File: config.mk
export PLATFORM = sky130hd
export DESIGN_NAME = fft_frame_ctrl
export DESIGN_NICKNAME = d
export VERILOG_FILES = /design/src/rtl/fft_ctrl_pkg.sv /design/src/rtl/fft_frame_ctrl_mod_counter.sv /design/src/rtl/fft_frame_ctrl.sv
export SDC_FILE = /design/constraint.sdc
export NUM_CORES = 1
export LEC_CHECK = 0
export CORE_AREA = 3 3 92 94
export CTS_CLUSTER_DIAMETER = 150
export DETAILED_ROUTE_END_ITERATION = 8
export DIE_AREA = 0 0 95 97
export DONT_BUFFER_PORTS = 1
export GPL_TIMING_DRIVEN = 0
export MAX_ROUTING_LAYER = met4
export PLACE_DENSITY = 0.68
export REMOVE_ABC_BUFFERS = 1
export SYNTH_ARGS = -nofsm -noshare
export SYNTH_HDL_FRONTEND = slang
export SYNTH_SLANG_ARGS = --single-unit
File: constraint.sdc
create_clock -name clk -period 1.8 [get_ports clk]
set_input_delay 0.27 -clock clk [delete_from_list [all_inputs] [get_ports clk]]
set_output_delay 0.27 -clock clk [all_outputs]
set_load 0.05 [all_outputs]
File: src/rtl/fft_ctrl_pkg.sv
// Shared types and constants for the xfft frame sequencer: FSM states,
// default scale schedule and the core config-word layout.
package fft_ctrl_pkg;

    typedef enum logic [1:0] {
        S_IDLE,
        S_CFG,
        S_FILL
    } state_t;

    localparam int         CFG_W         = 16;
    localparam logic [9:0] SCALE_DEFAULT = 10'b1010101011;

    // Core config word: zero pad, per-stage scale schedule, forward/inverse flag in bit 0
    function automatic logic [CFG_W-1:0] pack_cfg(input logic [9:0] scale, input logic fwd);
        return {5'b0, scale, fwd};
    endfunction

endpackage

File: src/rtl/fft_frame_ctrl_mod_counter.sv
// Modulo-N up counter with enable and asynchronous clear, used for the
// input sample position and the output bin index.
module mod_counter #(
    parameter int WIDTH   = 10,
    parameter int MODULUS = 1024
) (
    input  logic             clk,
    input  logic             reset_n,
    input  logic             en,
    output logic [WIDTH-1:0] count,
    output logic             at_max
);

    localparam logic [WIDTH-1:0] MAX_VAL = WIDTH'(MODULUS - 1);

    assign at_max = (count == MAX_VAL);

    always_ff @(posedge clk or negedge reset_n) begin
        if (!reset_n) begin
            count <= '0;
        end else if (en) begin
            count <= at_max ? '0 : count + WIDTH'(1);
        end
    end

endmodule

File: src/rtl/fft_frame_ctrl.sv
// Frame sequencer for an external xfft core: frames the sample stream, issues
// config beats only at frame boundaries, and tags output bins with index/frame count.
module fft_frame_ctrl
    import fft_ctrl_pkg::state_t, fft_ctrl_pkg::S_IDLE, fft_ctrl_pkg::S_CFG,
           fft_ctrl_pkg::S_FILL, fft_ctrl_pkg::CFG_W, fft_ctrl_pkg::pack_cfg;
#(
    parameter int         LOG2_N        = 10,
    parameter int         DATA_W        = 24,
    parameter logic [9:0] SCALE_DEFAULT = fft_ctrl_pkg::SCALE_DEFAULT
) (
    input  logic                clk,
    input  logic                reset_n,

    input  logic [DATA_W-1:0]   s_data,
    input  logic                s_valid,
    output logic                s_ready,

    output logic [2*DATA_W-1:0] fft_in_data,
    output logic                fft_in_valid,
    output logic                fft_in_last,
    input  logic                fft_in_ready,

    output logic [CFG_W-1:0]    fft_cfg_data,
    output logic                fft_cfg_valid,
    input  logic                fft_cfg_ready,

    input  logic [9:0]          cfg_scale,
    input  logic                cfg_fwd,
    input  logic                cfg_update,

    input  logic [2*DATA_W-1:0] fft_out_data,
    input  logic                fft_out_valid,
    input  logic                fft_out_last,
    output logic                fft_out_ready,

    output logic [2*DATA_W-1:0] m_data,
    output logic [LOG2_N-1:0]   m_index,
    output logic                m_last,
    output logic                m_valid,
    input  logic                m_ready,

    output logic [15:0]         frame_count,
    output logic                err_last,
    output logic                busy
);

    localparam int N = 1 << LOG2_N;

    state_t            state;
    logic              cfg_valid_r;
    logic              pending;
    logic [9:0]        req_scale;
    logic              req_fwd;
    logic [9:0]        shd_scale;
    logic              shd_fwd;

    logic [LOG2_N-1:0] in_count;
    logic              in_at_max;
    logic [LOG2_N-1:0] out_idx;
    logic              out_at_max;

    logic              in_hs;
    logic              in_last_hs;
    logic              out_hs;
    logic              out_last_hs;
    logic              cfg_hs;
    logic              load_cfg;

    logic [1:0]        inflight;
    logic [15:0]       frame_cnt_r;
    logic              err_r;

    // Input path: zero-latency pass-through, gated open only while filling a frame
    assign s_ready      = (state == S_FILL) && fft_in_ready;
    assign fft_in_valid = (state == S_FILL) && s_valid;
    assign fft_in_last  = (state == S_FILL) && in_at_max;
    assign fft_in_data  = {{DATA_W{1'b0}}, s_data};

    assign in_hs      = fft_in_valid && fft_in_ready;
    assign in_last_hs = in_hs && in_at_max;

    assign fft_cfg_valid = cfg_valid_r;
    assign fft_cfg_data  = pack_cfg(shd_scale, shd_fwd);
    assign cfg_hs        = cfg_valid_r && fft_cfg_ready;

    // An update landing on the last-sample handshake counts for this boundary
    assign load_cfg = (state == S_FILL) && in_last_hs && (pending || cfg_update);

    mod_counter #(
        .WIDTH   (LOG2_N),
        .MODULUS (N)
    ) u_in_count (
        .clk     (clk),
        .reset_n (reset_n),
        .en      (in_hs),
        .count   (in_count),
        .at_max  (in_at_max)
    );

    always_ff @(posedge clk or negedge reset_n) begin
        if (!reset_n) begin
            state       <= S_IDLE;
            cfg_valid_r <= 1'b0;
            pending     <= 1'b0;
        end else begin
            case (state)
                S_IDLE: begin
                    state       <= S_CFG;
                    cfg_valid_r <= 1'b1;
                    if (cfg_update) pending <= 1'b1;
                end
                S_CFG: begin
                    // Shadow is frozen while the beat is offered; updates wait for the next boundary
                    if (cfg_hs) begin
                        state       <= S_FILL;
                        cfg_valid_r <= 1'b0;
                    end
                    if (cfg_update) pending <= 1'b1;
                end
                S_FILL: begin
                    if (load_cfg) begin
                        state       <= S_CFG;
                        cfg_valid_r <= 1'b1;
                        pending     <= 1'b0;
                    end else if (cfg_update) begin
                        pending <= 1'b1;
                    end
                end
                default: begin
                    state       <= S_IDLE;
                    cfg_valid_r <= 1'b0;
                end
            endcase
        end
    end

    always_ff @(posedge clk) begin
        if (cfg_update) begin
            req_scale <= cfg_scale;
            req_fwd   <= cfg_fwd;
        end
        if (state == S_IDLE) begin
            shd_scale <= SCALE_DEFAULT;
            shd_fwd   <= 1'b1;
        end else if (load_cfg) begin
            shd_scale <= cfg_update ? cfg_scale : req_scale;
            shd_fwd   <= cfg_update ? cfg_fwd : req_fwd;
        end
    end

    // Output path: zero-latency pass-through with registered bin tagging
    assign m_valid       = fft_out_valid;
    assign m_data        = fft_out_data;
    assign fft_out_ready = m_ready;
    assign m_index       = out_idx;
    assign m_last        = out_at_max;

    assign out_hs      = fft_out_valid && m_ready;
    assign out_last_hs = out_hs && out_at_max;

    mod_counter #(
        .WIDTH   (LOG2_N),
        .MODULUS (N)
    ) u_out_idx (
        .clk     (clk),
        .reset_n (reset_n),
        .en      (out_hs),
        .count   (out_idx),
        .at_max  (out_at_max)
    );

    always_ff @(posedge clk or negedge reset_n) begin
        if (!reset_n) begin
            frame_cnt_r <= 16'd0;
            err_r       <= 1'b0;
            inflight    <= 2'd0;
        end else begin
            if (out_last_hs) frame_cnt_r <= frame_cnt_r + 16'd1;
            // Bin index is never resynchronised to the core's tlast; disagreement is only flagged
            if (out_hs && (fft_out_last != out_at_max)) err_r <= 1'b1;
            case ({in_last_hs, out_last_hs})
                2'b10:   inflight <= inflight + 2'd1;
                2'b01:   inflight <= inflight - 2'd1;
                default: inflight <= inflight;
            endcase
        end
    end

    assign frame_count = frame_cnt_r;
    assign err_last    = err_r;
    assign busy        = (in_count != '0) || (inflight != 2'd0);

endmodule

==> reports/qor.txt, run 1 <==
Status: finished, violations left
Failing checks: setup timing
All-Layer GR Usage: 0.3153
Slowest stage delay, CP: 580 ps
N_diodes: 0
Synth Area in Compound Gates: 0.03182
Internal: 0.002385 W
Die width: 95 um
Syn-to-layout area delta: 2.663%
Die Area: 9215 um2
RSZ-0062 raised after global routing: true
First-pass GRT wire length: 18.80 mm
Setup Total Neg Slack: -3552 ps
Hold depth: 2
Final ANT Viol Nets: 0
Hold Crit Class: in -> reg
Final period util: 1.119
Layout cells sized above 1: 0.3565
Core ar.: 7727 um2
Height of the die: 97 um
PD cells: 967.6 nW/um2
Synth Instances: 359
Starting Density: 0.4681
Most frequent cells in the layout: conb_1, dfrtp_1, dfxtp_1
Met2 usage: 0.4799
Slew Limit Fails: 0
Largest net degree at the start of global routing: 43
Hpwl dp: 11.60 mm
Commonest non-fill, non-tap cell in the layout: conb_1
Worst setup EP type: output port
Worst-path clk slew: 70 ps
Crit path max-delay family: simple AND/OR/NAND/NOR gates
WP data required: 1530 ps
Global route hottest layer: met2
Sw power: 0.001208 W
Slowest-stage cell, CP: dfrtp_4
Num rows: 32
Synth Flop Type: dfrtp_1
PortBufs: 0
Synth Area in Adders: 0.01730
Final worst setup slack: -213.6 ps
Stages on worst setup path: 3
Final Setup Violations: 26
Fin nets: 410
CTS Buf Count: 9
Crit path DAT: 1740 ps
GPL Wtd Cong: 0.9997
Clock power frac: 0.321
Register bit total from synthesis: 64
Final hold viol count: 0
# H-tree levels: 3
Vias in the first global route: 2,250
Vias/cell: 5.690
Post-Route WL: 14.27 mm
Top Ports: 239
Part of the Yosys area used for sequential elements: 0.4123
Clock Sinks: 64
Slew headroom: 0.5851
Async set or reset register ratio after synthesis: 0.6563
Syn Area/Cell: 10.08 um2
DRC: 0
Min cycle time layout: 2014 ps
Distinct cells, synth: 41
Final Skew: 9.578 ps
Total power: 0.003593 W
Worst path cell trace: ha_4, nand3_4, nor3_4
Leak pwr: 1.580 nW
Post-synth design cell area: 3617 um2
Maxcap violations: 0
CP max FO: 8
Worst vdd rail ir drop: 0.0005231 V
Post-synth EDFFs: 0
Met3 GRT Util: 0.3880
CTS tree: built
Sequential share of power: 0.523
Via count: 2,384
Startpoint Class: register
Max Root-Sink Buffers: 2
Routed WL per cell: 34.05 um
Setup Crit Path Kind: reg -> out
Clk root buf: clkbuf_8
Comb pwr share: 0.156
Sw Ratio: 0.3362
Initial antenna violation count: 0
Initial DRC count: 56
GR Util met1: 0.2080
Main combinational cell family by area after synthesis: buffers and inverters
Post-Synth XOR/XNOR Area: 0.07506
Worst Path Buf+Inv: 0
Multiplexer share of the synthesized area: 0.06780
TritonRoute pass-1 iters: 4
Total grt overflow: 0
Yosys warning total: 0
Worst R2R Path Depth: 7
Skew-Pair Late Insertion Delay: 330 ps
Simple-Gate Fraction of Synth Area: 0.1553
Maximum clock rate: 496.6 MHz
Slew at the pin with the worst max-slew slack: 620.3 ps
## cell type report
| class | count | area [um2] |
|---|---|---|
| timing repair buffer | 26 | 236.5 |
| multi-input combinational | 206 | 1619 |
| sequential | 64 | 1524 |
| inverter | 6 | 25.02 |
| fill | 686 | 4014 |
| clock buffer | 12 | 166.4 |
| clock inverter | 3 | 15.01 |
| tap | 102 | 127.6 |
## cells in the mapped netlist, drive strengths merged, types with 4 or more instances
cell type / instances / share of area
mux2i: 11 / 0.030
inv: 6 / 0.0062
nor2: 18 / 0.019
mux2: 12 / 0.037
nor3: 4 / 0.0069
buf: 110 / 0.23
and3: 5 / 0.0086
xnor2: 21 / 0.051
o21ai: 5 / 0.0069
nand3: 17 / 0.024
xor2: 10 / 0.024
a21oi: 4 / 0.0055
ha: 5 / 0.017
nand2: 21 / 0.022
dfxtp: 22 / 0.12
dfrtp: 42 / 0.29
nand4: 14 / 0.024
and4: 7 / 0.017
## path summary, 6_finish.rpt
check	endpoint	slack [ps]	startpoint
hold / removal	u_out_idx.count[2]	100	m_ready
setup reg to reg	frame_count[1]	-210	u_out_idx.count[0]
setup / recovery	m_last	-210	u_out_idx.count[0]
max in group asynchronous	u_out_idx.count[1]	1170	reset_n
min in group asynchronous	state[0]	380	reset_n
hold reg to reg	req_scale[3]	480	req_scale[3]
## routing by layer
| metal | part of all wire | routed length, um |
|---|---|---|
| met5 | 0 | 0 |
| met4 | 0.041 | 578 |
| met3 | 0.26 | 3722 |
| met1 | 0.23 | 3229 |
| met2 | 0.47 | 6734 |
## worst reg2reg max path: cells and delay by family, from the launching register on
kind	cells	cell delay, ps
buf+inv	3	450
flops	1	580
mux	1	300
fa+ha+maj	1	210
simple gates	2	360
## kinds of logic after synthesis
logic type,Yosys count
other,1
DFF,64
muxes,23
AOI/OAI and AO/OA,18
adders and majority gates,5
and+or+nand+nor,99
buffers and inverters,118
xor gates and xnor gates,31
## power groups by stage
stage	Sequential (W)	Combinational (W)	Clock [W]
global placement	0.00185	0.000375	0
floorplan	0.00182	0.000351	0
finish	0.00188	0.000562	0.00115
global route	0.00190	0.000618	0.00124
CTS	0.00186	0.000476	0.00118
detailed placement	0.00186	0.000381	0
## state kept, by name, summed over array words and instances, names as in the netlist
register and cells:
state 2, u_in_count.count 10, req_scale 10, inflight 2
err_last 1, pending 1, req_fwd 1, u_out_idx.count 10
frame_count 16, shd_scale 10, shd_fwd 1
## repair_timing
| item | 4_1_cts | 5_1_grt |
|---|---|---|
| cloned | 1 | 0 |
| pin swaps | 18 | 15 |
| setup endpoints to repair | 49 | 42 |
| setup buffers | 14 | 9 |
| hold buffers | 2 | 0 |
| endpoints found under the hold margin | 42 | 0 |
| resized for setup | 62 | 23 |
## metrics by stage
stage	area [um2]	std cells	hold slack, ps	utilization	setup WS [ps]
6_report	3714	419	97.74	0.4806	-213.6
3_3_place_gp	3007	377	-23.98	0.3891	-1171
5_1_grt	3714	419	76.33	0.4806	-284.1
4_1_cts	3563	410	71.75	0.4611	-214.9
2_1_floorplan	2879	275	-25.59	-	-887.0
3_5_place_dp	3023	378	-24.20	0.3912	-1077
Power figures use the tool's default switching activity.
==> run 2, diff against run 1 <==
--- a/config.mk
+++ b/config.mk
@@ -17,3 +17,4 @@
 export SYNTH_ARGS = -nofsm -noshare
 export SYNTH_HDL_FRONTEND = slang
 export SYNTH_SLANG_ARGS = --single-unit
+export TNS_END_PERCENT = 10
==> run 2 against run 1 <==
  * The flow still finishes with violations (setup timing)
  * Via count shrank 3.4%
  * Die area unchanged
  * Critical path depth up 5
  * Sequential share of layout area rose by 1.7 points
  * Combinational power fell by 9.4%
  * Clock power hardly changed
  * Worst hold slack got worse by 5.0 ps
  * Clock skew is 2.0 ps lower
  * Global-route usage is 0.49 points lower
  * Cell count fell by 2.4%
  * Critical endpoint is now frame_count[12]
  * Largest cell class unchanged
  * Highest routed layer unchanged
==> reports/qor.txt, run 2 (synthesis results as in run 1) <==
Slowest stage delay, CP: 580 ps
Slowest-stage cell, CP: dfrtp_4
N_diodes: 0
Inst Count DP: 378
Syn-to-layout area delta: -1.211%
PortBufs: 0
Die width: 95 um
GPL Wtd Cong: 0.9997
Min cycle time layout: 1991 ps
Failing checks: setup timing
Filler instances: 701
Worst-path clk slew: 70 ps
CTS tree: built
PD cells: 993.8 nW/um2
Critical Path Source: u_out_idx.count[0]
Post-Route WL: 14.09 mm
Number of flip-flops in the largest register: 16
Final worst setup slack: -190.9 ps
First-pass GRT wire length: 18.43 mm
CTS Buf Count: 9
Core ar.: 7727 um2
Hpwl dp: 11.60 mm
Final hold viol count: 0
# H-tree levels: 3
Starting Density: 0.4681
Hold Crit Class: in -> reg
Largest net degree at the start of global routing: 43
CP max FO: 8
Startpoint Class: register
Final ANT Viol Nets: 0
Slew Limit Fails: 0
Worst vdd rail ir drop: 0.0005242 V
Height of the die: 97 um
Skew-Pair Late Insertion Delay: 330 ps
Commonest non-fill, non-tap cell in the layout: conb_1
Final Setup Violations: 36
Worst path cell trace: ha_4, buf_6, nand4_1, buf_6, nor4_4, buf_4, nand4_1, xnor2_1
Setup Total Neg Slack: -3210 ps
Crit path DAT: 2190 ps
DRC: 0
Leak pwr: 1.517 nW
Maxcap violations: 0
Total grt overflow: 0
Total power: 0.003551 W
WP data required: 2000 ps
Max Root-Sink Buffers: 2
Setup Crit Path Kind: reg -> reg
Slew headroom: 0.5843
Place WS: -1077 ps
TritonRoute pass-1 iters: 4
Final Skew: 7.557 ps
Final period util: 1.106
Fin nets: 400
Vias in the first global route: 2,184
Layout cells sized above 1: 0.2899
Worst R2R End: frame_count[12]
Worst reg2reg path startpoint: u_out_idx.count[0]
RSZ-0062 raised after global routing: true
Routed WL per cell: 34.46 um
Initial antenna violation count: 0
All-Layer GR Usage: 0.3103
Initial DRC count: 76
Vias/cell: 5.633
Worst setup EP type: register
Via count: 2,304
Maximum clock rate: 502.3 MHz
Clk root buf: clkbuf_8
Status: finished, violations left
Top Ports: 239
Clock Sinks: 64
Num rows: 32
Setup slack, reg-to-reg: -190 ps
Critical path capture point: frame_count[12]
Most frequent cells in the layout: conb_1, dfrtp_1, dfxtp_1
Worst R2R Path Depth: 8
Die Area: 9215 um2
Final cell count without fillers: 409
Slew at the pin with the worst max-slew slack: 621.5 ps
Util after Layout: 0.4624
[run 2: cell count changes in the layout (fill, tap and decap cells not counted), moves of 2 or more]
cell     delta
nand2_2     -2
inv_1       +2
dfrtp_2     -2
xnor2_1     +2
ha_1        +2
nor2_1      +2
nand2_1     +2
nand3_2     -3
dfrtp_4     +2
buf_4       -8
nor2_2      -2
nand3_1     +3
xnor2_2     -2
[run 2: worst min-delay path by stage]
stage          cells past startpoint          start                  end  slack (ps)
6_report                           2        m_ready   u_out_idx.count[2]          90
5_1_grt                            2  fft_out_valid   u_out_idx.count[1]          70
4_1_cts                            2  fft_out_valid   u_out_idx.count[1]          70
3_5_place_dp                       0        reset_n             state[0]         -20
3_3_place_gp                       0        reset_n  u_in_count.count[0]         -20
2_1_floorplan                      0        reset_n             err_last         -30
[run 2: what timing repair did]
action                                  in CTS  in global routing
hold buffers                                 2                  0
setup buffers                                7                  7
gates resized for setup                     47                 22
pin swaps                                   22                 11
gates cloned                                 0                  0
endpoints found under the setup margin      49                 41
hold endpoints to repair                    42                  0
[run 2: layer usage]
metal | vias to the layer above | track usage | share of wire
met2 | 260 | 0.4978 | 0.49
met1 | 1059 | 0.1967 | 0.21
li1 | 962 | - | -
met5 | - | - | 0
met3 | 23 | 0.4005 | 0.27
met4 | 0 | 0.05438 | 0.022
[run 2: area by class of cell]
cell class                 instances  area, um2  area share
multi-input combinational        205       1546      0.4328
timing repair buffer              17      166.4     0.04657
sequential                        64       1529      0.4279
clock buffer                      12      166.4     0.04657
tap                              102      127.6     0.03571
clock inverter                     3      15.01    0.004202
inverter                           6      22.52    0.006303
[run 2: report_power, final]
| group | total [W] | leakage [nW] | switching (W) | internal (W) |
|---|---|---|---|---|
| clock | 0.00115 | 0.0971 | 0.000543 | 0.000608 |
| sequential | 0.00189 | 0.706 | 0.000328 | 0.00156 |
| combinational | 0.000509 | 0.714 | 0.000323 | 0.000186 |
| total | 0.00355 | 1.52 | 0.00119 | 0.00236 |
[run 2: through the flow]
step	hold slack, ps	area [um2]
2_1_floorplan	-25.59	2879
3_3_place_gp	-23.98	3007
3_5_place_dp	-24.20	3023
4_1_cts	71.75	3452
5_1_grt	74.56	3573
6_report	92.77	3573
[run 2: critical path: cells and delay by family (launching register included)]
kind	cells	cell delay, ps
buffers and inverters	3	450
XOR/XNOR	1	180
adder cells (fa/ha/maj)	1	200
flip-flops	1	580
AND/OR/NAND/NOR	3	460
==> run 3, diff against run 2 <==
--- a/config.mk
+++ b/config.mk
@@ -14,6 +14,7 @@
 export MAX_ROUTING_LAYER = met4
 export PLACE_DENSITY = 0.68
 export REMOVE_ABC_BUFFERS = 1
+export SKIP_LAST_GASP = 1
 export SYNTH_ARGS = -nofsm -noshare
 export SYNTH_HDL_FRONTEND = slang
 export SYNTH_SLANG_ARGS = --single-unit
==> run 3 against run 2 <==
  * The run still ends with setup timing left
  * Sequential power is essentially flat
  * Combinational power shrank 2%
  * Cell count shrank 0.73%
  * Register-to-register slack gained 20 ps
  * Critical path type unchanged
==> reports/qor.txt, run 3 (synthesis results as in run 1) <==
Place WS: -1077 ps
Crit path DAT: 2230 ps
Min cycle time layout: 1974 ps
DRC: 0
First-pass GRT wire length: 18.22 mm
Hold depth: 2
Vias in the first global route: 2,130
Final worst setup slack: -174.5 ps
Final ANT Viol Nets: 0
RSZ-0062 raised after global routing: true
Total power: 0.003539 W
Fin nets: 397
Final Skew: 8.529 ps
Slowest stage delay, CP: 580 ps
Routed WL per cell: 34.07 um
Post-Route WL: 13.83 mm
Final period util: 1.097
Hold_sp: fft_out_valid
Initial DRC count: 72
Die Area: 9215 um2
Area after DPL: 3023 um2
Worst path cell trace: and4b_2, nand2_1, nor2_4, inv_1, ha_4, xnor2_2, nor2_1, xor2_1
Worst-path clk slew: 70 ps
Failing checks: setup timing
Die width: 95 um
Number of flip-flops in the largest register: 16
Worst reg2reg path startpoint: state[0]
PortBufs: 0
Clock Sinks: 64
Vias/cell: 5.596
Slew Limit Fails: 0
Final hold viol count: 0
CP max FO: 6
WHS Endpoint: u_out_idx.count[1]
Height of the die: 97 um
Status: finished, violations left
TritonRoute pass-1 iters: 4
Layout cells sized above 1: 0.2500
Starting Density: 0.4681
Syn-to-layout area delta: -3.182%
CTS tree: built
Skew-Pair Late Insertion Delay: 340 ps
Filler instances: 714
Initial antenna violation count: 0
Crit path max-delay family: simple AND/OR/NAND/NOR gates
PD cells: 1011 nW/um2
Slew at the pin with the worst max-slew slack: 612.7 ps
Num rows: 32
Setup slack, reg-to-reg: -170 ps
Hpwl dp: 11.60 mm
Startpoint Class: register
Slew headroom: 0.5902
CTS Buf Count: 9
Worst Path Buf+Inv: 1
Most frequent cells in the layout: conb_1, dfrtp_1, dfxtp_1
Final Setup Violations: 39
N_diodes: 0
Clk root buf: clkbuf_8
Setup Crit Path Kind: reg -> reg
# H-tree levels: 3
Largest net degree at the start of global routing: 43
Via count: 2,272
GPL Wtd Cong: 0.9997
Worst R2R End: inflight[1]
Maximum clock rate: 506.5 MHz
Max Root-Sink Buffers: 2
Commonest non-fill, non-tap cell in the layout: conb_1
All-Layer GR Usage: 0.3072
Design area: 3502 um2
Top Ports: 239
Worst vdd rail ir drop: 0.0005222 V
Maxcap violations: 0
Core ar.: 7727 um2
Total grt overflow: 0
Slowest-stage cell, CP: dfrtp_4
Leak pwr: 1.509 nW
Worst setup EP type: register
Hold Crit Class: in -> reg
WP data required: 2060 ps
Worst R2R Path Depth: 8
run 3: repair_timing:
| item | 4_1_cts | 5_1_grt |
|---|---|---|
| cloned | 0 | 0 |
| setup endpoints to repair | 49 | 45 |
| pin swaps | 6 | 9 |
| hold buffers | 2 | 0 |
| gates resized for setup | 35 | 17 |
| buffers inserted | 7 | 4 |
| hold endpoints to repair | 42 | 0 |
run 3: final cells by class:
class	instances	area, um2	share of cell area
well taps	102	127.6	0.03644
flip-flops and latches	64	1524	0.4352
repair buffers	14	132.6	0.03787
clock buffers	12	166.4	0.04752
inverters	6	22.52	0.006431
clock inverters	3	15.01	0.004287
multi-input cells	205	1514	0.4323
run 3: how the worst max path moves through the flow:
stage	from	endpoint	slack, ps	depth (start not counted)
2_1_floorplan	u_out_idx.count[3]	err_last	-890	4
3_3_place_gp	u_out_idx.count[3]	err_last	-1170	4
3_5_place_dp	u_out_idx.count[0]	inflight[1]	-1080	6
4_1_cts	u_out_idx.count[1]	m_last	-210	3
5_1_grt	u_in_count.count[0]	inflight[1]	-260	9
6_report	state[0]	inflight[1]	-170	8
run 3: where the power goes:
part | switching (W) | internal [W]
logic | 0.000314 | 0.000184
clock network | 0.000546 | 0.000607
registers | 0.000325 | 0.00156
run 3: per-layer routing:
layer  part of all wire  track usage  vias up
met5                  0            -        -
met1               0.22       0.1989     1035
met3               0.27       0.3958       21
met4              0.028      0.06326        0
li1                   -            -      966
met2               0.48       0.4843      250
run 3: stage by stage:
step                hold WS, ps  utilization  setup TNS, ps  cells
floorplan                -25.59            -         -12420    275
global placement         -23.98       0.3891         -24730    377
detailed placement       -24.20       0.3912         -23740    378
CTS                       71.75       0.4404          -6055    402
global route              59.16       0.4532          -6423    406
finish                    82.73       0.4532          -3154    406
